===== config.mk =====
export PLATFORM = sky130hd
export DESIGN_NAME = seg_scan_ctrl_flat
export DESIGN_NICKNAME = d
export VERILOG_FILES = /design/src/rtl/seg_pkg.sv /design/src/rtl/seg_scan_ctrl_if.sv /design/src/rtl/seg_scan_ctrl_segment7.sv /design/src/rtl/seg_scan_ctrl.sv /design/src/flat_wrapper.sv
export SDC_FILE = /design/constraint.sdc
export NUM_CORES = 1
export LEC_CHECK = 0
export CAP_MARGIN = 10
export CORE_MARGIN = 8
export CORE_UTILIZATION = 43
export DETAILED_ROUTE_END_ITERATION = 6
export DONT_BUFFER_PORTS = 1
export PLACE_DENSITY = 0.54
export SLEW_MARGIN = 25
export SYNTH_ARGS = -nofsm -noshare
export SYNTH_HDL_FRONTEND = slang
export SYNTH_HIERARCHICAL = 1
export SYNTH_SLANG_ARGS = --single-unit

===== constraint.sdc =====
create_clock -name clk -period 2.9 [get_ports clk]
set_clock_uncertainty 0.15 [all_clocks]
set_input_delay 0.58 -clock clk [delete_from_list [all_inputs] [get_ports clk]]
set_output_delay 0.58 -clock clk [all_outputs]
set_load 0.02 [all_outputs]

===== src/rtl/seg_pkg.sv =====
`default_nettype none
// ============================================================================
// Module      : seg_pkg
// Description : Shared types and active-low 7-segment encodings (ABCDEFG).
// Revision    : 1.0
// ============================================================================
package seg_pkg;

    typedef logic [3:0] bcd_digit_t;
    typedef logic [1:7] seg_code_t;

    localparam seg_code_t SEG_BLANK = 7'b1111111;

    localparam seg_code_t SEG_0 = 7'b0000001;
    localparam seg_code_t SEG_1 = 7'b1001111;
    localparam seg_code_t SEG_2 = 7'b0010010;
    localparam seg_code_t SEG_3 = 7'b0000110;
    localparam seg_code_t SEG_4 = 7'b1001100;
    localparam seg_code_t SEG_5 = 7'b0100100;
    localparam seg_code_t SEG_6 = 7'b0100000;
    localparam seg_code_t SEG_7 = 7'b0001111;
    localparam seg_code_t SEG_8 = 7'b0000000;
    localparam seg_code_t SEG_9 = 7'b0000100;

endpackage
`default_nettype wire


===== src/rtl/seg_scan_ctrl_if.sv =====
`default_nettype none
// ============================================================================
// Module      : seg_scan_ctrl_if
// Description : Digit source / display pin bundle for the scan controller.
// Revision    : 1.0
// ============================================================================
interface seg_scan_ctrl_if #(
    parameter int NUM_DIGITS = 4
);
    logic [4*NUM_DIGITS-1:0] digits_in;
    logic                    load;
    logic                    pending;
    logic                    applied;
    logic                    frame_tick;
    logic [1:7]              leds;
    logic [NUM_DIGITS-1:0]   an;

    modport master (
        output digits_in, load,
        input  pending, applied, frame_tick, leds, an
    );

    modport slave (
        input  digits_in, load,
        output pending, applied, frame_tick, leds, an
    );
endinterface
`default_nettype wire


===== src/rtl/seg_scan_ctrl_segment7.sv =====
`default_nettype none
// ============================================================================
// Module      : segment7
// Description : Combinational BCD to active-low 7-segment decoder.
// Revision    : 1.0
// ============================================================================
module segment7
    import seg_pkg::*;
(
    input  bcd_digit_t i_bcd,
    output seg_code_t  o_seg
);

    always_comb begin
        o_seg = SEG_BLANK;
        case (i_bcd)
            4'd0:    o_seg = SEG_0;
            4'd1:    o_seg = SEG_1;
            4'd2:    o_seg = SEG_2;
            4'd3:    o_seg = SEG_3;
            4'd4:    o_seg = SEG_4;
            4'd5:    o_seg = SEG_5;
            4'd6:    o_seg = SEG_6;
            4'd7:    o_seg = SEG_7;
            4'd8:    o_seg = SEG_8;
            4'd9:    o_seg = SEG_9;
            default: o_seg = SEG_BLANK;
        endcase
    end

endmodule
`default_nettype wire


===== src/rtl/seg_scan_ctrl.sv =====
`default_nettype none
// ============================================================================
// Module      : seg_scan_ctrl
// Description : Multiplexed 7-segment scan controller with tear-free
//               double-buffered display value and leading-zero blanking.
// Revision    : 1.0
// ============================================================================
module seg_scan_ctrl
    import seg_pkg::*;
#(
    parameter int NUM_DIGITS = 4,
    parameter int PRESCALE   = 50000,
    parameter int DEAD       = 2,
    parameter int BLANK_LZ   = 1
) (
    input  logic            clk,
    input  logic            reset,
    seg_scan_ctrl_if.slave  bus
);

    localparam int CNT_W = $clog2(PRESCALE);
    localparam int IDX_W = (NUM_DIGITS > 1) ? $clog2(NUM_DIGITS) : 1;

    logic [CNT_W-1:0]        r_cnt;
    logic [IDX_W-1:0]        r_idx;
    logic [4*NUM_DIGITS-1:0] r_staging;
    logic [4*NUM_DIGITS-1:0] r_display;
    logic                    r_pending;
    logic                    r_applied;
    logic                    r_frame_tick;
    logic [NUM_DIGITS-1:0]   r_an;
    seg_code_t               r_leds;

    logic                    w_cnt_tc;
    logic                    w_idx_last;
    logic                    w_wrap;
    logic [CNT_W-1:0]        w_cnt_nxt;
    logic [IDX_W-1:0]        w_idx_nxt;
    bcd_digit_t              w_disp_arr [NUM_DIGITS];
    logic [NUM_DIGITS-1:0]   w_upper_zero;
    bcd_digit_t              w_cur_digit;
    seg_code_t               w_seg_dec;
    logic                    w_invalid;
    logic                    w_lz_blank;

    assign w_cnt_tc   = (r_cnt == CNT_W'(PRESCALE - 1));
    assign w_idx_last = (r_idx == IDX_W'(NUM_DIGITS - 1));
    assign w_wrap     = w_cnt_tc && w_idx_last;
    assign w_cnt_nxt  = w_cnt_tc ? '0 : r_cnt + CNT_W'(1);

    always_comb begin
        w_idx_nxt = r_idx;
        if (w_cnt_tc) begin
            w_idx_nxt = w_idx_last ? '0 : r_idx + IDX_W'(1);
        end
    end

    // w_upper_zero[k]: display digits k..NUM_DIGITS-1 are all zero
    always_comb begin
        logic v_run;
        v_run        = 1'b1;
        w_upper_zero = '0;
        for (int k = NUM_DIGITS - 1; k >= 0; k--) begin
            w_disp_arr[k]   = r_display[4*k +: 4];
            v_run           = v_run && (w_disp_arr[k] == 4'd0);
            w_upper_zero[k] = v_run;
        end
    end

    assign w_cur_digit = w_disp_arr[r_idx];
    assign w_invalid   = (w_cur_digit > 4'd9);
    assign w_lz_blank  = (BLANK_LZ != 0) && (r_idx != '0) && w_upper_zero[r_idx];

    segment7 u_segment7 (
        .i_bcd (w_cur_digit),
        .o_seg (w_seg_dec)
    );

    always_ff @(posedge clk) begin
        if (reset) begin
            r_cnt        <= '0;
            r_idx        <= '0;
            r_staging    <= '0;
            r_display    <= '0;
            r_pending    <= 1'b0;
            r_applied    <= 1'b0;
            r_frame_tick <= 1'b0;
            r_an         <= '1;
            r_leds       <= SEG_BLANK;
        end else begin
            r_cnt        <= w_cnt_nxt;
            r_idx        <= w_idx_nxt;
            r_frame_tick <= w_wrap;
            r_applied    <= w_wrap && r_pending;

            // Commit uses the pre-edge staging, so a load on the wrap cycle waits a frame
            if (w_wrap && r_pending) begin
                r_display <= r_staging;
            end

            if (bus.load) begin
                r_staging <= bus.digits_in;
                r_pending <= 1'b1;
            end else if (w_wrap) begin
                r_pending <= 1'b0;
            end

            // Anodes track the next count so they line up with r_cnt
            if (w_cnt_nxt < CNT_W'(DEAD)) begin
                r_an <= '1;
            end else begin
                r_an <= ~(NUM_DIGITS'(1) << w_idx_nxt);
            end

            // One cycle behind the slot; hidden by the dead time (DEAD >= 1)
            r_leds <= (w_invalid || w_lz_blank) ? SEG_BLANK : w_seg_dec;
        end
    end

    assign bus.pending    = r_pending;
    assign bus.applied    = r_applied;
    assign bus.frame_tick = r_frame_tick;
    assign bus.an         = r_an;
    assign bus.leds       = r_leds;

endmodule
`default_nettype wire


===== src/flat_wrapper.sv =====
// flat-port wrapper written by rule: the top's interface ports become plain ports
module seg_scan_ctrl_flat import seg_pkg::*;
#(
    parameter int NUM_DIGITS = 4,
    parameter int PRESCALE   = 50000,
    parameter int DEAD       = 2,
    parameter int BLANK_LZ   = 1
)
  (clk, reset, bus_digits_in, bus_load, bus_pending, bus_applied, bus_frame_tick, bus_leds, bus_an);
  seg_scan_ctrl_if #(.NUM_DIGITS(NUM_DIGITS)) bus_i ();
  input  logic clk;
  input  logic reset;
  input wire logic [$bits(bus_i.digits_in)-1:0] bus_digits_in;
  input wire logic [$bits(bus_i.load)-1:0] bus_load;
  output wire logic [$bits(bus_i.pending)-1:0] bus_pending;
  output wire logic [$bits(bus_i.applied)-1:0] bus_applied;
  output wire logic [$bits(bus_i.frame_tick)-1:0] bus_frame_tick;
  output wire logic [$bits(bus_i.leds)-1:0] bus_leds;
  output wire logic [$bits(bus_i.an)-1:0] bus_an;
  assign bus_i.digits_in = bus_digits_in;
  assign bus_i.load = bus_load;
  assign bus_pending = bus_i.pending;
  assign bus_applied = bus_i.applied;
  assign bus_frame_tick = bus_i.frame_tick;
  assign bus_leds = bus_i.leds;
  assign bus_an = bus_i.an;
  seg_scan_ctrl #(.NUM_DIGITS(NUM_DIGITS), .PRESCALE(PRESCALE), .DEAD(DEAD), .BLANK_LZ(BLANK_LZ)) u_core (.clk(clk), .reset(reset), .bus(bus_i));
endmodule

* After elaboration in Yosys (flattened, before gate mapping)
Memory sizes are Yosys's and may differ from the RTL's. A register that Yosys moved wholly into a read port is not among the register bits.
Cells that the tools add are included.
** Word-level totals
- ROM bits :: 112
- Bits in latches :: 0
- Logic and storage cells :: 45
- Register bits :: 57
- Input bits :: 19
- Bits in writable memories :: 0
- Memories kept :: 1
** Cells by class
- Div/mod/pow operators :: 0
- $mul :: 0
- Equality and inequality tests :: 2
- $lt $le $gt $ge :: 4
- Bitwise gates (word level) :: 2
- Muxes and demuxes :: 10
- Add/sub/neg operators :: 2
- Reduce and logical (&&, ||, !) cells :: 15
- Shift-type cells :: 1
** Memories
- (name not given) :: depth 16, width 7, read ports 1, clocked after Yosys merged registers in 1, wr ports 0, RTL line seg_scan_ctrl_segment7.sv:16 : case (i_bcd)
** Operators with widths (count)
- $add 16x1->16 const B :: 1
- $eq 16x16->1 const B :: 1
- $logic_not 4->1 :: 4
- $lt 16x2->1 const B :: 1
- $mux 16 :: 1
- $bmux 4 s2 :: 1
- $mux 4 :: 2
- $logic_and 1x1->1 :: 6
- $gt 4x4->1 const B :: 1
- $mux 2 :: 2
- $not 4->4 :: 1
- $reduce_bool 2->1 :: 2
- $reduce_or 2->1 :: 2
- $shl 1x2->4 const A :: 1
- $ge 3x3->1 const B :: 1
- $lt 2x3->1 const B :: 1
- $mux 1 :: 3
- $not 2->3 :: 1
- $add 2x1->2 const B :: 1
- $bmux 1 s2 :: 1
- $eq 2x2->1 const B :: 1
- $logic_or 1x1->1 :: 1

* Logic depth before layout (Yosys ltp)
Gate-level depths: netlist of run 1.
- Word-level depth :: 9
- Depth in mapped cells :: 8
- Depth with buffers taken out :: 7

* Cells and area by module
Netlist of run 1, hierarchy kept.
** Modules (own cells, without submodules)
- seg_scan_ctrl :: times used 1, cells an instance 318, area each 2922.8 um^2, seq. area each 1281.2 um^2
- segment7 :: times used 1, cells an instance 33, area each 210.2 um^2, seq. area each 0.0 um^2

* Worst setup path before layout of run 1
OpenSTA, ideal clock, no wires.
- Path type :: register to register
- From :: reg u_core.r_cnt[0]
- To :: reg u_core.r_an[0], in the netlist u_core/bus.an[0]
- Path slack :: 0.792 ns
- Arrival time :: 1.829 ns
- Clock period less this slack :: 2.108 ns
- Required time :: 2.621 ns
- Buffers on the path :: 0
- Library setup time :: 0.129 ns
- Stages on the path, launching flop included :: 7
- Cells stage by stage :: dfxtp_1 ha_1 nand3_2 or3_4 mux2_4 o311ai_4 o31ai_1
** On the way
- Longest elaborated chain between the ends :: 4
** Ends and longest elaborated chain
- from (decl) :: RTL line seg_scan_ctrl.sv:24 : logic [CNT_W-1:0] r_cnt;
- from (signal assigned) :: RTL line seg_scan_ctrl.sv:91 : r_cnt <= w_cnt_nxt;
- $add 16x1->16 / $eq 16x16->1 (equally long branches) :: RTL line seg_scan_ctrl.sv:49, seg_scan_ctrl.sv:46
- $mux 16 / $mux 2 (equally long branches) :: RTL line seg_scan_ctrl.sv:49, seg_scan_ctrl.sv:53
- $lt 16x2->1 / $shl 1x2->4 (equally long branches) :: RTL line seg_scan_ctrl.sv:109, seg_scan_ctrl.sv:112
- $reduce_or 2->1 (no line) / $not 4->4 (equally long branches)
- to (signal assigned) :: RTL line seg_scan_ctrl.sv:112 : r_an <= ~(NUM_DIGITS'(1) << w_idx_nxt);
- to (decl) :: RTL line seg_scan_ctrl.sv:31 : logic [NUM_DIGITS-1:0] r_an;
Several ways; a longest one is shown, not always the timed one.
A chain may end at the register's enable or synchronous reset.

* Final worst setup path of run 1
- From :: reg u_core.r_idx[0]
- To :: reg u_core.r_leds[3], in the netlist u_core/bus.leds[4]
** On the way
- Longest elaborated chain between the ends :: 7
** Ends and longest elaborated chain
- from (decl) :: RTL line seg_scan_ctrl.sv:25 : logic [IDX_W-1:0] r_idx;
- from (signal assigned) :: RTL line seg_scan_ctrl.sv:92 : r_idx <= w_idx_nxt;
- $not 2->3 (implied by the code) :: RTL line seg_scan_ctrl.sv:70 : assign w_cur_digit = w_disp_arr[r_idx];
- $bmux 4 s2 :: RTL line seg_scan_ctrl.sv:70
- $mux 4 (implied by the code) (2 in series) :: RTL line seg_scan_ctrl.sv:70
- $gt 4x4->1 :: RTL line seg_scan_ctrl.sv:71 : assign w_invalid = (w_cur_digit > 4'd9);
- $logic_or 1x1->1 :: RTL line seg_scan_ctrl.sv:116 : r_leds <= (w_invalid || w_lz_blank) ? SEG_BLANK : w_seg_dec;
- $reduce_or 2->1 (no line)
- to (decl) :: RTL line seg_scan_ctrl.sv:32 : seg_code_t r_leds;
Several ways; a longest one is shown, not always the timed one. The select of a mux whose other input is x is not followed.

==> summary.txt, run 1 <==
Status
  • Status: finished, final reports clean

Global routing
  • GRT Total Usage: 0.1332
  • Met3 Track Usage GR: 0.03780
  • Busiest layer in global routing: met2
  • Grt ovf: 0
  • Via count of the first global-routing pass: 2,225
  • Antenna violations before repair: 0
  • Met1 Track Usage GR: 0.1674
  • Global-route wire length before repair: 10.77 mm
  • GR Util met2: 0.2029
  • Largest net degree at the start of global routing: 47

Logic synthesis
  • Unique masters post-synth: 55
  • Post-Syn Area: 3133 um^2
  • Syn nets: 379
  • Synth Flop Type: dfxtp_1
  • Syn avg cell area: just under 9 um^2
  • Register area share after synthesis: 0.4089
  • Synth Instances: 351
  • Seq cells post-synth: between 60 and 70
  • Synth warnings: 6
  • Synth async-reset ratio: 0
  • Number of synthesized flops with an enable pin: 0

Timing
  • Relative slew slack: 0.5825
  • Final setup viols: 0
  • Setup WS post-layout: ~540 ps
  • Fmax: 423.8 MHz
  • Unrepaired setup endpoints after global routing: false
  • Final setup TNS: 0 ps
  • Max Slew Vio Count: 0
  • Crit share post-route: 0.8137
  • Fin crit period: 2360 ps
  • Worst slew pin tran: 620.5 ps
  • Hold Fails Final Rpt: 0

Clock tree
  • Clock Tree Buf Depth: 2
  • Num CTS Buffers: 9
  • Hold Buf Count CTS: 0
  • CTS tree: yes
  • H-tree depth: 3
  • Num Clock Sinks: 64
  • Later-pin clock latency in the skew report: ~340 ps
  • Root Buffer: clkbuf_8
  • Postcts setup bufs: 0
  • Post-CTS sizing: 0
  • Worst-path clk slew: ~80 ps

Drt
  • Vias: about 2,300
  • Number of detailed-route iterations in the first pass: 4
  • Antenna Nets Post-Route: 0
  • Initial DRC count: 72
  • Post-Route WL: 6.293 mm
  • DRC violations left: 0
  • Routed WL per cell: ~14 um
  • Via density per instance: ~5.1

Finish
  • Share of layout cells above drive strength 1: 0.09649
  • Fillers: 741
  • Non-filler instance count after layout: 441
  • Final net count: around 370
  • Inserted Diodes: 0
  • P&R area growth vs syn: 4.792%

Min path
  • HP Class: in2reg

Floorplan
  • IO Count: 33
  • Core Area: ~7000 um^2
  • Die Ht: between 100 and 150 um
  • Die width: 101.4 um
  • Initial core utilization: 0.4390
  • Core Rows: 31
  • Die ar.: between 10,000 and 15,000 um^2

Placement
  • I/O Buffers: 0
  • Dpl ws: 556.5 ps
  • Post-DP HPWL: 4.511 mm
  • RePlAce Congestion: 0.8408
  • Placed Instances: 425

Flow run
  • # Max-Cap Violations: 0

Power
  • Overall power: 1.657 mW
  • Leakage: 1.174 nW
  • Peak VDD IR: a little under 0.2 mV
  • PD cells: 504.7 nW/um^2

Critical path
  • WS Path Type: reg2reg
  • Startpoint Class: flip-flop
  • Crit end category: flip-flop
  • Critical Path AT: 2490 ps
  • Req. time, crit path: 3030 ps
  • CP Max Fanout: 10
==> worst paths after layout <==
| kind | to | slack (ps) | cells after the start | startpoint |
|---|---|---|---|---|
| setup / recovery | u_core/bus.leds[4]$_SDFF_PP1_ | 540 | 6 | u_core/r_idx[0]$_SDFF_PP0_ |
| hold / removal | u_core/r_staging[1]$_SDFFE_PP0P_ | 150 | 1 | reset |
| setup reg to reg | u_core/bus.leds[4]$_SDFF_PP1_ | 540 | 6 | u_core/r_idx[0]$_SDFF_PP0_ |
| hold reg to reg | u_core/r_display[15]$_SDFFE_PP0P_ | 300 | 2 | u_core/r_staging[15]$_SDFFE_PP0P_ |
==> layout by cell type, fill, tap and decap left out, types with 4 or more instances in the layout <==
master	instances
nor2_1	46
dfxtp_1	64
and3_1	4
xnor2_1	13
o21ai_0	10
mux2i_1	16
mux4_2	4
o31ai_1	4
ha_1	9
a31oi_1	4
nor4_1	6
a21oi_1	26
clkbuf_8	9
nor3_1	4
inv_1	7
nand2_1	42
nand2b_1	13
xor2_1	4
nand3_1	13
==> cells by family (layout without fill, tap and decap cells) <==
family / Yosys count / count (layout) / share of synthesized area
AOI/OAI and AO/OA: 55 / 55 / 0.1126
xor gates and xnor gates: 17 / 17 / 0.04752
adders and majority gates: 9 / 9 / 0.03594
buffers and inverters: 32 / 23 / 0.05511
DFF: 64 / 64 / 0.4089
muxes: 21 / 21 / 0.08466
and+or+nand+nor: 153 / 153 / 0.2552
==> sequential cells by signal, summed over array words and instances, names as in the netlist <==
| signal | count |
|---|---|
| u_core/r_cnt | 16 |
| u_core/r_display | 16 |
| u_core/r_staging | 16 |
| u_core/bus.leds | 7 |
| u_core/bus.an | 4 |
| u_core/r_idx | 2 |
| u_core/bus.applied | 1 |
| u_core/bus.frame_tick | 1 |
| u_core/bus.pending | 1 |
==> layout make-up <==
class                   count  area (um^2)  share of cell area
clock buffers               9        123.9             0.03773
clock inverters             7        48.80             0.01486
inverters                   7        26.28            0.008003
multi-input cells         255         1679              0.5114
flip-flops and latches     64         1281              0.3902
well taps                  99        123.9             0.03773
==> critical path, stage by stage (launching register included) <==
cell and delay, ps:
dfxtp_1 580, inv_1 160, ha_1 240, or4_1 390, a2111oi_0 490, nor3_2 190
nand2b_1 110
==> synth_stat cells (7+ instances only) <==
library cell  instances  area [um^2]
a21oi_1              26        130.1
buf_2                 9        45.04
dfxtp_1              64         1281
ha_1                  9        112.6
inv_1                 7        26.28
mux2i_1              16        160.2
nand2_1              42        157.7
nand2b_1             13        81.33
nand3_1              13        65.06
nor2_1               46        172.7
o21ai_0              10        50.05
xnor2_1              13        113.9
==> routing by layer <==
layer	wire length, um	up-vias	share of wire
met4	82	0	0.013
met5	0	-	0
met3	384	7	0.061
met1	3014	1037	0.48
li1	-	1184	-
met2	2812	39	0.45
==> power breakdown <==
| group | switching (mW) | total [mW] | internal [mW] | leakage (nW) |
|---|---|---|---|---|
| logic | 0.0264 | 0.0563 | 0.0298 | 0.563 |
| clock network | 0.359 | 0.668 | 0.309 | 0.0889 |
| registers | 0.0297 | 0.933 | 0.903 | 0.522 |
| total | 0.415 | 1.66 | 1.24 | 1.17 |
==> metrics by stage <==
step / area, um^2 / hold slack (ps) / utilization
3_5_place_dp: 3110 / 295.2 / 0.4358
5_1_grt: 3283 / 130.5 / 0.4600
2_1_floorplan: 3133 / 285.7 / -
4_1_cts: 3283 / 140.2 / 0.4600
3_3_place_gp: 3110 / 291.0 / 0.4358
6_report: 3283 / 150.1 / 0.4600
(Power assumes the default switching activity.)
==> inputs of run 2 (changes only) <==
clock period = 2.25 ns   (was 2.9 ns; I/O delays follow)
==> run 2 against run 1 <==
Count of clock-buffer cells in the layout unchanged. Die area unchanged. Fmax up 11%. Critical path depth unchanged. Setup slack worse by 420 ps. Core utilization up 4.6 points. First-iteration DRC count up 99%. Highest routed layer unchanged. Cell count up 7.9%.
==> summary.txt, run 2 (same netlist as run 1, synthesis figures left out) <==
Status
  • Status: finished, final reports clean

Clock tree
  • Num CTS Buffers: 9
  • H-tree depth: 3
  • CTS tree: yes
  • Root Buffer: clkbuf_8
  • Later-pin clock latency in the skew report: 350 ps
  • Clock Tree Buf Depth: 2
  • Num Clock Sinks: 64
  • Worst-path clk slew: about 70 ps

Timing
  • Unrepaired setup endpoints after global routing: true
  • Final setup TNS: 0 ps
  • Final setup viols: 0
  • Relative slew slack: 0.6813
  • Fin crit period: 2125 ps
  • Crit share post-route: 0.9444
  • Fmax: 470.6 MHz
  • Hold Fails Final Rpt: 0
  • Worst slew pin tran: 476.5 ps
  • Max Slew Vio Count: 0

Drt
  • Routed WL per cell: 15.04 um
  • Antenna Nets Post-Route: 0
  • DRC violations left: 0
  • Post-Route WL: 7.158 mm
  • Initial DRC count: 143
  • Vias: 2,524
  • Via density per instance: 5.303
  • Number of detailed-route iterations in the first pass: 4

Power
  • Switching Share: 0.2438
  • PD cells: 635.3 nW/um^2
  • Sequential share of power: 0.521
  • Leakage: 1.355 nW
  • NetSw: 559.0 uW
  • Internal power: 1.734 mW
  • Peak VDD IR: 0.3460 mV
  • Logic pwr share: 0.051
  • Clock Power Share: 0.428
  • Overall power: around 2.3 mW

Finish
  • Share of layout cells above drive strength 1: 0.1724
  • Fin area: 3610 um^2
  • Final net count: 400
  • Inserted Diodes: 0
  • Largest regs: u_core/r_cnt: 16 flops, u_core/r_display: 16 flops, u_core/r_staging: 16 flops
  • P&R area growth vs syn: 15.22%
  • Most frequent cells in the layout: 63 x dfxtp_1, 46 x nor2_1, 42 x nand2_1, 29 x buf_4, 26 x a21oi_1
  • Most common cell after layout, fill and taps aside: dfxtp_1

Floorplan
  • Core Rows: 31
  • Initial core utilization: 0.4390
  • Core Area: 7137 um^2
  • Die width: 101.4 um
  • IO Count: 33
  • Die ar.: roughly 10,000 um^2
  • Die Ht: 101.4 um

Critical path
  • Crit end category: flip-flop
  • Critical Path Start: u_core/r_cnt[0]$_SDFF_PP0_
  • Reg-to-reg setup timing slack: 130 ps
  • Req. time, crit path: 2320 ps
  • Reg2reg path depth: 6
  • Crit path capture: u_core/bus.an[0]$_SDFF_PP1_
  • Worst flop-to-flop path endpoint: u_core/bus.an[0]$_SDFF_PP1_
  • Critical Path AT: 2200 ps
  • CP Max Fanout: 4
  • Crit Reg-Reg Startpoint: u_core/r_cnt[0]$_SDFF_PP0_
  • WS Path Type: reg2reg
  • Startpoint Class: flip-flop

Min path
  • HP Class: in2reg

Global routing
  • Largest net degree at the start of global routing: 37
  • Grt ovf: 0
  • Global-route wire length before repair: 11.83 mm
  • GRT Total Usage: 0.1489
  • Via count of the first global-routing pass: 2,429
  • Antenna violations before repair: 0

Placement
  • Post-DP HPWL: 4.834 mm
  • DP Area: 3321 um^2
  • RePlAce Congestion: 0.8593
  • I/O Buffers: 0

Flow run
  • # Max-Cap Violations: 0
run 2: changes by cell type in the layout (fill, tap and decap cells not counted), sizes merged:
cell         before  now
inv               7    8
clkinv            6    2
clkinvlp          1    3
buf               0   29
dlygate4sd3       0    6
bufinv            0    1
run 2: what timing repair did:
action | CTS | global route
setup endpoints to repair | 1 | 6
hold endpoints to repair | 10 | 8
buffers inserted | 0 | 1
gates resized for setup | 1 | 4
hold buffers | 3 | 3
cloned | 0 | 0
run 2: worst min path at each step:
stage | start | to | slack (ps) | cells after the start
final | reset | u_core/r_display[12]$_SDFFE_PP0P_ | 20 | 1
after global routing | reset | u_core/r_staging[13]$_SDFFE_PP0P_ | 2 | 1
after CTS | reset | u_core/r_display[8]$_SDFFE_PP0P_ | 0.3 | 1
after detailed placement | u_core/r_staging[14]$_SDFFE_PP0P_ | u_core/r_display[14]$_SDFFE_PP0P_ | 290 | 2
after global placement | u_core/r_staging[14]$_SDFFE_PP0P_ | u_core/r_display[14]$_SDFFE_PP0P_ | 290 | 2
after floorplan | u_core/r_staging[0]$_SDFFE_PP0P_ | u_core/r_display[0]$_SDFFE_PP0P_ | 290 | 2
run 2: layout make-up:
type	instances	area (um^2)
clock inverter	7	71.32
multi-input combinational	255	1704
sequential	64	1282
inverter	7	26.28
timing repair buffer	35	277.8
tap	99	123.9
fill	709	3527
clock buffer	9	123.9
run 2: worst max-delay path, stage by stage, from the launching register on:
cell,delay (ps)
dfxtp_1,340
ha_1,190
nand3_2,120
or3_4,410
mux2_4,320
o311ai_4,330
o31ai_1,140
run 2: power groups by stage:
stage | Clock, mW | Combinational, mW | Sequential [mW]
6_report | 0.982 | 0.117 | 1.19
5_1_grt | 1.08 | 0.130 | 1.20
4_1_cts | 1.02 | 0.101 | 1.20
3_5_place_dp | 0 | 0.0918 | 1.22
3_3_place_gp | 0 | 0.0904 | 1.22
2_1_floorplan | 0 | 0.0840 | 1.22
run 2: routing by layer:
metal / GRT usage / up-vias / part of all wire
met5: 0 / - / 0
met2: 0.2399 / 50 / 0.46
met1: 0.1742 / 1207 / 0.47
met4: 0.07331 / 0 / 0.017
li1: - / 1257 / -
met3: 0.04811 / 10 / 0.057
run 2: metrics by stage:
stage                     setup WS, ps  hold WS [ps]  std cells    util
final                            125.2         20.21        476  0.5058
after detailed placement         16.17         294.5        453  0.4653
after CTS                        111.4        0.3345        472  0.4970
after global placement           65.11         292.8        453  0.4653
after global routing            -1.849         1.953        476  0.5058
after floorplan                  142.4         285.7        351       -
==> inputs of run 3 (changes only) <==
CORE_ASPECT_RATIO = 1.25   (was default)
==> run 3 against run 2 <==
Die area increased by 0.16%. Sequential share of layout area is 1.1 points higher. Cell area shrank 3.1%. Core utilization is 2.2 points lower. Critical path depth grew 1. Wire length decreased by 5.5%. Critical path type unchanged. Largest cell class unchanged.
==> summary.txt, run 3 (same netlist as run 1, synthesis figures left out) <==
Finish
  • Largest regs: u_core/r_cnt: 16 flops, u_core/r_display: 16 flops, u_core/r_staging: 16 flops
  • Share of layout cells above drive strength 1: 0.1488
  • Most frequent cells in the layout: 63 x dfxtp_1, 46 x nor2_1, 42 x nand2_1, 26 x a21oi_1, 20 x buf_4
  • Most common cell after layout, fill and taps aside: dfxtp_1
  • Non-filler instance count after layout: 455
  • P&R area growth vs syn: 11.66%
  • Final net count: 387
  • Inserted Diodes: 0

Drt
  • Via density per instance: ~5.4
  • Post-Route WL: between 6 and 7 mm
  • Routed WL per cell: 14.87 um
  • Number of detailed-route iterations in the first pass: 5
  • Vias: approximately 2,400
  • DRC violations left: 0
  • Initial DRC count: between 100 and 150
  • Antenna Nets Post-Route: 0

Timing
  • Relative slew slack: 0.6949
  • Final setup viols: 0
  • Hold WS: ~26 ps
  • Fmax: 478.1 MHz
  • Setup WS post-layout: 158.3 ps
  • Fin crit period: around 2100 ps
  • Unrepaired setup endpoints after global routing: false
  • Max Slew Vio Count: 0
  • Worst slew pin tran: 451.7 ps
  • Final setup TNS: 0 ps
  • Crit share post-route: 0.9296
  • Hold Fails Final Rpt: 0

Power
  • Leakage: 1.303 nW
  • PD cells: ~680 nW/um^2
  • Sequential share of power: 0.499
  • Internal power: 1.862 mW
  • Clock Power Share: 0.460
  • Switching Share: 0.2212
  • NetSw: 529.0 uW
  • Logic pwr share: 0.041
  • Peak VDD IR: ~0.32 mV

Floorplan
  • Die ar.: 10,290 um^2
  • Die Ht: 111.4 um
  • Die width: 92.35 um
  • Core Area: 7226 um^2
  • Initial core utilization: 0.4336
  • Core Rows: 35
  • IO Count: 33

Clock tree
  • Num CTS Buffers: 9
  • Num Clock Sinks: 64
  • H-tree depth: 3
  • Clock Tree Buf Depth: 2
  • Worst-path clk slew: 70 ps
  • CTS tree: yes
  • Later-pin clock latency in the skew report: 340 ps
  • Root Buffer: clkbuf_8

Critical path
  • Crit end category: flip-flop
  • Startpoint Class: flip-flop
  • Most common cell on crit path: buf_4
  • Slowest stage cell, crit path: dfxtp_1
  • Req. time, crit path: 2360 ps
  • CP Max Fanout: 9
  • Crit-path cells: nand4_1 > buf_4 > xnor2_1 > o41ai_1 > buf_4 > o311ai_4 > o31ai_1
  • WS Path Type: reg2reg
  • Critical Path AT: 2200 ps
  • CP max stage delay: ~510 ps

Flow run
  • # Max-Cap Violations: 0

Placement
  • I/O Buffers: 0
  • Post-DP HPWL: 4.677 mm
  • Placed Instances: 438
  • Dpl ws: slightly below 90 ps
  • RePlAce Congestion: 0.8070

Global routing
  • Global-route wire length before repair: ~11 mm
  • Met1 Track Usage GR: 0.1366
  • Busiest layer in global routing: met2
  • Antenna violations before repair: 0
  • Largest net degree at the start of global routing: 47
  • Met3 Track Usage GR: 0.05047
  • GR Util met2: 0.2251
  • Via count of the first global-routing pass: 2,286
  • GRT Total Usage: 0.1316
  • Grt ovf: 0

Status
  • Status: finished, final reports clean

Min path
  • HP Class: in2reg
## run 3: cell count changes in the layout (fill, tap and decap cells not counted), sizes merged
cell         before  now
inv               8    7
clkbuf            9   10
dlygate4sd3       6    2
clkinvlp          3    1
bufinv            1    2
buf              29   20
## run 3: worst paths after layout
path	slack, ps	cells after the start	start	to
worst max register to register	160	7	u_core/r_cnt[8]$_SDFF_PP0_	u_core/bus.an[0]$_SDFF_PP1_
worst min-delay path	30	1	reset	u_core/r_display[13]$_SDFFE_PP0P_
worst max-delay path	160	7	u_core/r_cnt[8]$_SDFF_PP0_	u_core/bus.an[0]$_SDFF_PP1_
worst min register to register	300	2	u_core/r_staging[8]$_SDFFE_PP0P_	u_core/r_display[8]$_SDFFE_PP0P_
## run 3: what timing repair did
item | 4_1_cts | 5_1_grt
resized for setup | 0 | 3
endpoints found under the hold margin | 0 | 2
setup endpoints to repair | 0 | 11
hold buffers | 0 | 2
buffers inserted | 0 | 0
## run 3: per-layer routing
layer / up-vias / part of all wire
met2: 51 / 0.50
li1: 1228 / -
met3: 11 / 0.056
met4: 0 / 0.018
met5: - / 0
met1: 1153 / 0.42
## run 3: final cells by class
| class | instances | area (um^2) |
|---|---|---|
| clock buffers | 10 | 137.6 |
| clock inverters | 5 | 81.33 |
| fillers | 714 | 3727 |
| inverters | 7 | 26.28 |
| multi-input cells | 255 | 1685 |
| flip-flops and latches | 64 | 1282 |
| well taps | 92 | 115.1 |
| repair buffers | 22 | 170.2 |
## run 3: per-stage QoR
stage / total power, mW / instance area, um^2 / util
after floorplan: 1.302 / 3133 / -
after global placement: 1.311 / 3252 / 0.4500
after detailed placement: 1.314 / 3252 / 0.4500
after CTS: 2.419 / 3471 / 0.4803
after global routing: 2.485 / 3498 / 0.4842
final: 2.391 / 3498 / 0.4842
## run 3: critical path, delay by kind of cell, from the launching register on
family / cells / cell delay [ps]
AO/OA/AOI/OAI: 3 / 690
XOR/XNOR: 1 / 110
buffers and inverters: 2 / 360
flip-flops: 1 / 510
AND/OR/NAND/NOR: 1 / 180
## run 3: power by group through the flow
stage               sequential, mW  clock [mW]  combinational, mW
floorplan                     1.22           0             0.0840
global placement              1.22           0             0.0917
detailed placement            1.22           0             0.0937
CTS                           1.19        1.13             0.0942
global route                  1.20        1.18              0.110
finish                        1.19        1.10             0.0986
==> patch 1 (flow settings as in run 3) <==
`PRESCALE` is set to 50000 in 2 places; all go to 12500.
--- a/src/rtl/seg_scan_ctrl.sv
+++ b/src/rtl/seg_scan_ctrl.sv
@@ -9,7 +9,7 @@
     import seg_pkg::*;
 #(
     parameter int NUM_DIGITS = 4,
-    parameter int PRESCALE   = 50000,
+    parameter int PRESCALE   = 12500,
     parameter int DEAD       = 2,
     parameter int BLANK_LZ   = 1
 ) (
--- a/src/flat_wrapper.sv
+++ b/src/flat_wrapper.sv
@@ -2,7 +2,7 @@
 module seg_scan_ctrl_flat import seg_pkg::*;
 #(
     parameter int NUM_DIGITS = 4,
-    parameter int PRESCALE   = 50000,
+    parameter int PRESCALE   = 12500,
     parameter int DEAD       = 2,
     parameter int BLANK_LZ   = 1
 )
Behaviour: same outputs for any inputs over 10 cycles, from zero or initial values and one cycle with reset high; that may be too few to reach the edited logic, so the function may still have changed.
==> patch 1 against run 3 <==
Synthesized area down 2.6%. Setup slack gained 0.025 ns. Highest routed layer unchanged. Critical endpoint is now u_core/bus.leds[1]$_SDFF_PP1_. Design area fell by 7.0%. Synthesized cell count shrank 8.0%. Die area down 2.2%. Global-route usage decreased by 1.2 points. Clock power down 18%. Wire length fell by 15%. Sequential cell count is 2 lower. Final cell count fell by 8.8%. Largest power group unchanged. Power shrank 11%.
==> patch 1: results (changes against run 3) <==
CP max FO: 12 (was 9)
Register-to-Register Path Depth: 6 (was 7)
comb pwr: 0.0752 mW (was 0.0986 mW)
first-iteration detailed-routing DRC count: 97 (was 112)
global-route met1 utilization: 0.148 (was 0.137)
metal3 WL: 246 um (was 380 um)
GP Congestion: 0.776 (was 0.807)
slew at the pin with the worst max-slew slack: 0.423 ns (was 0.452 ns)
fmax: 0.484 GHz (was 0.478 GHz)
Largest regs: u_core/r_display x16, u_core/r_staging x16, u_core/r_cnt x14 (was u_core/r_cnt x16, u_core/r_display x16, u_core/r_staging x16)
Syn Nets: 350 (was 379)
Mean Syn Cell Area: 9.44 sq um (was 8.93 sq um)
Worst R2R Start: u_core/r_idx[0]$_SDFF_PP0_ (was u_core/r_cnt[8]$_SDFF_PP0_)
most instantiated cells after synthesis: dfxtp_1, nor2_1, nand2_1, mux2i_1 (was dfxtp_1, nor2_1, nand2_1, a21oi_1, mux2i_1)
status: finished clean (unchanged)
worst hold slack: 0.0366 ns (was 0.0260 ns)
Critical Path Sink: u_core/bus.leds[1]$_SDFF_PP1_ (was u_core/bus.an[0]$_SDFF_PP1_)
drt pass-1 iters: 4 (was 5)
peak supply drop: 0.389 mV (was 0.323 mV)
sequential power share: 0.545 (was 0.499)
GRT Total Usage: 0.119 (was 0.132)
register area share after synthesis: 0.407 (was 0.409)
P_leak: 1.18 nW (was 1.30 nW)
Worst Path Arrival: 2.13 ns (was 2.20 ns)
Comb power frac: 0.035 (was 0.041)
first-pass GRT wire length: 9760 um (was 10900 um)
WL met1: 2870 um (was 2860 um)
## patch 1: critical path, stage by stage, from the launching register on
cell	delay (ns)
dfxtp_1	0.41
buf_4	0.18
mux4_2	0.60
or2_1	0.27
a21oi_2	0.17
nor2_1	0.06
nand2b_1	0.13
## patch 1: logic make-up after synthesis
kind of cell               synth area share
DFF                                   0.407
adders and majority gates            0.0328
and+or+nand+nor                       0.253
buffers and inverters                0.0615
AOI/OAI and AO/OA                     0.113
muxes                                0.0980
xor gates and xnor gates             0.0345
## patch 1: repair_timing
item | in CTS | in global routing
endpoints found under the setup margin | 0 | 2
endpoints found under the hold margin | 0 | 4
hold buffers | 0 | 1
resized for setup | 0 | 1
## patch 1: layout make-up
type | instances | area, sq um
Tap cell | 90 | 113
Multi-Input combinational cell | 232 | 1620
Clock buffer | 10 | 138
Fill cell | 682 | 3680
Inverter | 8 | 30.0
Sequential cell | 62 | 1240
Timing Repair Buffer | 7 | 67.6
Clock inverter | 6 | 46.3
==> patch 2 (config.mk and constraints of run 3) <==
Made on the original files. Reset style: asynchronous (`reset`), changed in one clocked block.
--- a/src/rtl/seg_scan_ctrl.sv
+++ b/src/rtl/seg_scan_ctrl.sv
@@ -76,7 +76,7 @@
         .o_seg (w_seg_dec)
     );
 
-    always_ff @(posedge clk) begin
+    always_ff @(posedge clk or posedge reset) begin
         if (reset) begin
             r_cnt        <= '0;
             r_idx        <= '0;
Behaviour: differs if reset is asserted again (counterexample within 4 cycles, from zero or initial values and one cycle with reset high); with reset held inactive, the same outputs for 10 cycles.
==> patch 2 against run 3 <==
Setup slack got worse by 0.11 ns. Critical endpoint is now u_core/bus.an[1]$_DFF_PP1_. Power fell by 6.8%. Largest cell class is now flip-flops and latches. Synthesized area fell by 2.8%. Final cell count fell by 21%. Critical path depth did not move. Sequential cell count did not move. Highest routed layer unchanged. First-iteration DRC count fell by 64%. Via count fell by 24%. Clock power fell by 11%. Design area rose by 1.8%. Wire length fell by 15%.
==> patch 2: results (changes against run 3) <==
CP max stage delay: 0.41 ns (was 0.51 ns)
Syn Nets: 268 (was 379)
r2r setup slk: 0.05 ns (was 0.16 ns)
top_reg_cell synth: dfrtp_1 (was dfxtp_1)
fraction of layout cells with a size suffix above 1: 0.384 (was 0.149)
largest net degree at the start of global routing: 65 (was 47)
placed standard-cell area: 3220 sq um (was 3250 sq um)
switching portion of total power: 0.214 (was 0.221)
placed cells: 336 (was 438)
drt pass-1 iters: 6 (was 5)
Hold-fix buffers, CTS: 1 (was 0)
worst hold slack: 0.0676 ns (was 0.0260 ns)
Post-DP HPWL: 4060 um (was 4680 um)
P_leak: 1.63 nW (was 1.30 nW)
first-iteration detailed-routing DRC count: 40 (was 112)
Reg-to-Reg End: u_core/bus.an[1]$_DFF_PP1_ (was u_core/bus.an[0]$_SDFF_PP1_)
Worst Path Arrival: 2.33 ns (was 2.20 ns)
DR WL met2: 2870 um (was 3410 um)
status: finished clean (unchanged)
ys async rst share: 1.00 (was 0)
HP Start: bus_load (was reset)
Unique masters post-synth: 47 (was 55)
CP max FO: 4 (was 9)
slowest CP cell: or4_1 (was dfxtp_1)
commonest non-fill, non-tap cell in the layout: dfrtp_1 (was dfxtp_1)
fin cells: 361 (was 455)
synthesized netlist cell count: 241 (was 351)
register area share after synthesis: 0.531 (was 0.409)
==> patch 2: worst register-to-register path: stages (launching register included) <==
cell      delay (ns)
dfrtp_1         0.38
ha_2            0.22
and3_4          0.20
or4_1           0.41
a211oi_2        0.22
nand4_1         0.12
a211o_1         0.34
nand3_1         0.11
==> patch 2: area by class of cell <==
| type | count | area [sq um] |
|---|---|---|
| fillers | 638 | 3330 |
| well taps | 90 | 113 |
| flip-flops and latches | 64 | 1620 |
| clock buffers | 11 | 141 |
| repair buffers | 23 | 200 |
| clock inverters | 5 | 56.3 |
| inverters | 12 | 45.0 |
| multi-input cells | 156 | 1390 |
==> patch 2: logic make-up (layout without fill, tap and decap cells) <==
group                    Yosys count  in the layout  synth area share
flip-flops                        64             64             0.531
buffers and inverters             21             51            0.0329
AO/OA/AOI/OAI                     22             22            0.0485
AND/OR/NAND/NOR                   74             74             0.148
XOR/XNOR                          14             14            0.0403
multiplexers                      38             38             0.167
adder cells (fa/ha/maj)            8              8            0.0329
